`config.mk`:
```
export PLATFORM = sky130hd
export DESIGN_NAME = phy_demux_lanes
export DESIGN_NICKNAME = d
export VERILOG_FILES = /design/src/rtl/phy_demux_lanes.sv
export SDC_FILE = /design/constraint.sdc
export NUM_CORES = 1
export LEC_CHECK = 0
export ABC_AREA = 1
export CAP_MARGIN = 20
export CORE_MARGIN = 4
export CORE_UTILIZATION = 50
export CTS_BUF_LIST = sky130_fd_sc_hd__clkbuf_4 sky130_fd_sc_hd__clkbuf_8
export CTS_CLUSTER_DIAMETER = 120
export DETAILED_ROUTE_END_ITERATION = 10
export PLACE_DENSITY = 0.84
export SYNTH_ARGS = -nofsm -noshare
export SYNTH_HDL_FRONTEND = slang
export SYNTH_SLANG_ARGS = --single-unit
```
`constraint.sdc`:
```
create_clock -name clk_f -period 2.2 [get_ports clk_f]
set_clock_uncertainty 0.2 [all_clocks]
set_input_delay 0.55 -clock clk_f [delete_from_list [all_inputs] [get_ports clk_f]]
set_output_delay 0.55 -clock clk_f [all_outputs]
set_load 0.02 [all_outputs]
```
`src/rtl/phy_demux_lanes.sv`:
```
// phy_demux_lanes: single-clock 1-to-LANES word demultiplexer for the PHY receive path.
// Consecutive valid words are packed into a LANES-wide group. The group is emitted on
// out_data/out_valid with a one-cycle out_strobe when it fills or is flushed.
//
// Handshake: in_valid is a pure qualifier with no backpressure. A word is taken on every
// rising clk_f edge where in_valid=1. The downstream side must consume out_data/out_valid
// on the cycle out_strobe=1. Those outputs hold until the next strobe.
module phy_demux_lanes #(
  parameter int DW    = 8,
  parameter int LANES = 4,
  parameter int PW    = $clog2(LANES)
) (
  input  logic                clk_f,
  input  logic                reset,
  input  logic                in_valid,
  input  logic [DW-1:0]       in_data,
  input  logic                flush,
  output logic [LANES*DW-1:0] out_data,
  output logic [LANES-1:0]    out_valid,
  output logic                out_strobe,
  output logic [PW-1:0]       lane_ptr,
  output logic [15:0]         group_cnt
);

  localparam logic [PW-1:0] LastLane = PW'(LANES - 1);

  // Assembly state. The fill state is implicit in ptr_q (FILL_0..FILL_LANES-1) and is
  // visible on lane_ptr.
  logic [DW-1:0]       sh_q [LANES];
  logic [DW-1:0]       sh_d [LANES];
  logic [LANES-1:0]    pm_q, pm_d;
  logic [PW-1:0]       ptr_q, ptr_d;
  logic [LANES*DW-1:0] out_data_q, out_data_d;
  logic [LANES-1:0]    out_valid_q, out_valid_d;
  logic                out_strobe_q, out_strobe_d;
  logic [15:0]         group_cnt_q, group_cnt_d;

  logic [LANES-1:0]    fill_mask;
  logic                full_close;
  logic                flush_close;

  // Next state: write the incoming word, then close the group if it is full or flushed.
  always_comb begin
    sh_d         = sh_q;
    pm_d         = pm_q;
    ptr_d        = ptr_q;
    out_data_d   = out_data_q;
    out_valid_d  = out_valid_q;
    out_strobe_d = 1'b0;
    group_cnt_d  = group_cnt_q;
    fill_mask    = pm_q;

    if (in_valid) begin
      sh_d[ptr_q]      = in_data;
      fill_mask[ptr_q] = 1'b1;
      ptr_d            = ptr_q + 1'b1;
    end
    pm_d = fill_mask;

    // A flush that coincides with a full close adds nothing: it is the same single close.
    full_close  = in_valid && (ptr_q == LastLane);
    flush_close = flush && ((pm_q != '0) || in_valid);

    if (full_close || flush_close) begin
      for (int k = 0; k < LANES; k++) begin
        out_data_d[k*DW +: DW] = fill_mask[k] ? sh_d[k] : '0;
      end
      out_valid_d  = fill_mask;
      out_strobe_d = 1'b1;
      group_cnt_d  = group_cnt_q + 16'd1;
      ptr_d        = '0;
      pm_d         = '0;
    end
  end

  // State and output registers. Reset takes priority over in_valid and flush,
  // and it discards any partial group without a strobe.
  always_ff @(posedge clk_f) begin
    if (reset) begin
      for (int k = 0; k < LANES; k++) begin
        sh_q[k] <= '0;
      end
      pm_q         <= '0;
      ptr_q        <= '0;
      out_data_q   <= '0;
      out_valid_q  <= '0;
      out_strobe_q <= 1'b0;
      group_cnt_q  <= '0;
    end else begin
      for (int k = 0; k < LANES; k++) begin
        sh_q[k] <= sh_d[k];
      end
      pm_q         <= pm_d;
      ptr_q        <= ptr_d;
      out_data_q   <= out_data_d;
      out_valid_q  <= out_valid_d;
      out_strobe_q <= out_strobe_d;
      group_cnt_q  <= group_cnt_d;
    end
  end

  assign out_data   = out_data_q;
  assign out_valid  = out_valid_q;
  assign out_strobe = out_strobe_q;
  assign lane_ptr   = ptr_q;
  assign group_cnt  = group_cnt_q;

endmodule

```
==> results.yml <==
routing:
  ant_nets: 0
  post_drt_wl_per_cell_um: 13.4
  first_pass_iters: 5
  drt-initial-drc-count: 221
  wirelength_mm: 8.26
  routed_via_density: 5.15
  vias: 3175
  drc_errors: 0
die:
  dieArea_um2: 8220
  row_count: 29
  initial_core_util: 0.526
  die_w_um: 90.7
  die_h_um: 90.7
  num_io_pins: 67
  core_um2: 6490
global_route:
  gr-total-overflow: 0
  grt_max_degree: 38
  grt_first_pass_wirelength_mm: 14.2
  track_usage: 0.213
  grt_pass1_vias: 3136
  antenna_found_initial: 0
place:
  dp.cells: 601
  portBuffers: 66
  hpwl_mm: 5.69
  routabilityCongestion: 0.838
  place_ws_ns: -0.139
timing:
  setup_violations: 0
  fin_crit_sh: 0.974
  slew_headroom: 0.790
  setup_ws_ns: 0.0570
  tightest_slew_ns: 0.315
  fmax_mhz: 467
  slew_violations: 0
  rsz0062_at_grt: "false"
  min_period_ns: 2.14
  finalHoldViolCount: 0
synthesis:
  synth_fp_nets: 471
  synth.top_cell.area_share: 0.533
  syn_area_um2: 3420
  postSynthCellCount: 454
  synth_area_leaders: "dfxtp_1 (53%), nand2_1 (16%), nor2_1 (10%)"
  ys_seq_area_frac: 0.533
  synth-seq-cells: 91
  avgSynthCellArea_um2: 7.53
  ys_types: 22
  synth_area_leader_cell: "dfxtp_1"
  yosys_warnings: 0
critical_path:
  slowest_delay_ns: 0.63
  crit_buf_inv: 1
  cp-start-kind: "register"
  path_cells: "clkdlybuf4s50_1"
  crit_slowest_cell: "clkdlybuf4s50_1"
  critPathKind: "reg2out"
  crit_fanout: 5
  cp_data_required_time_ns: 1.45
  cp-end-kind: "output port"
  crit_family: "buffers and inverters"
  crit_arrival_ns: 1.39
cts:
  ctsResizeCount: 0
  cts_tree: "built"
  numCtsBuffers: 9
  clockBufferDepth: 2
  cts.clk_slew.worst_paths_ns: 0.09
  h-tree-depth: 3
  cts-root-buf: "clkbuf_8"
  insertion_delay_ns: 0.35
  cts_sinks: 91
  cts_hold_buffers: 0
  postCtsSetupRepairBufs: 0
job:
  cap_violations: 0
cells_and_area:
  utilization: 0.694
  ff_latch_area_um2: 1820
  area_delta_synth_final_pct: 31.9
  nNetsFinal: 552
  fillers: 514
  multi_input_area_um2: 1410
  drive_gt1_frac: 0.0833
  antenna_cells: 0
  fin_cells: 617
hold_path:
  min_path_type: "reg2reg"
status:
  outcome: "completed"
pwr:
  ir_worst_vdd_uv: 480
  power_density_nw_per_um2: 735
  p_leak_nw: 2.12
-- power by group --
part,switching [mW],leakage [nW],total [mW],internal [mW]
clock network,0.567,0.123,1.32,0.748
registers,0.0211,0.737,1.71,1.69
logic,0.174,1.26,0.288,0.114
total,0.762,2.12,3.31,2.55
-- tightest hold or removal path: stages (launching register included) --
cell and delay [ns]:
dfxtp_1 0.32, nand2_1 0.06, nand2_1 0.04
-- stage by stage --
stage,cell area [um^2],total power [mW],hold slack [ns],setup TNS [ns]
6_report,4510,3.31,0.251,0
5_1_grt,4510,3.46,0.262,0
4_1_cts,4490,3.33,0.255,0
3_5_place_dp,4250,2.03,0.238,-4.37
3_3_place_gp,4250,2.02,0.233,-0.186
2_1_floorplan,3420,1.91,0.236,0
-- worst paths after layout --
kind | cells after the start | slack (ns) | startpoint | end
worst min-delay path | 2 | 0.25 | out_data[27]$_SDFFE_PP0P_ | out_data[27]$_SDFFE_PP0P_
worst min register to register | 2 | 0.25 | out_data[27]$_SDFFE_PP0P_ | out_data[27]$_SDFFE_PP0P_
worst max register to register | 9 | 0.43 | lane_ptr[0]$_SDFFE_PP0P_ | out_data[22]$_SDFFE_PP0P_
worst max-delay path | 1 | 0.06 | group_cnt[1]$_SDFFE_PP0P_ | group_cnt[1]
-- cell usage in the layout (no fill, tap or decap), drive strengths merged --
cell type,n
xor2,2
dfxtp,91
clkinv,2
clkdlybuf4s50,57
nand3,15
nand4,1
a21oi,24
bufinv,2
buf,19
ha,5
clkbuf,13
o21ai,28
inv,19
or2,1
nor2,97
nand2,147
nor3,8
dlymetal6s2s,9
-- routing by layer --
metal  track usage  wire, um  part of all wire  vias to the layer above
li1              -         -                 -                     1584
met1         0.265      3570              0.43                     1409
met2         0.336      3760              0.46                      150
met3        0.0492       570             0.069                       32
met4         0.124       358             0.043                        0
met5             0         0                 0                        -
-- final cells by class --
type / count / share of cell area
Tap cell: 77 / 0.0214
Clock buffer: 13 / 0.0383
Inverter: 20 / 0.0166
Timing Repair Buffer: 85 / 0.191
Clock inverter: 3 / 0.0153
Sequential cell: 91 / 0.404
Multi-Input combinational cell: 328 / 0.313
-- synthesized netlist by cell type --
cell / number
nand2_1: 144
nor2_1: 93
dfxtp_1: 91
o21ai_0: 26
a21oi_1: 24
inv_1: 17
nand3_1: 15
nor3_1: 8
buf_6: 6
ha_1: 5
buf_2: 4
clkbuf_1: 4
nand2_2: 3
inv_2: 2
nor2_2: 2
nor2_4: 2
o21ai_1: 2
xor2_1: 2
buf_4: 1
clkinv_1: 1
nand4_1: 1
or2_2: 1
-- registers in the layout, summed over array words and instances, names as in the netlist --
name,cells
sh_q,32
lane_ptr,2
pm_q,4
out_strobe,1
group_cnt,16
out_valid,4
out_data,32
-- logic make-up after synthesis --
| logic type | synth area share |
|---|---|
| buf+inv | 0.0542 |
| flops | 0.533 |
| simple gates | 0.313 |
| fa+ha+maj | 0.0183 |
| xor+xnor | 0.00513 |
| compound gates | 0.0761 |
Note: power is estimated with default switching activity, not from simulation.
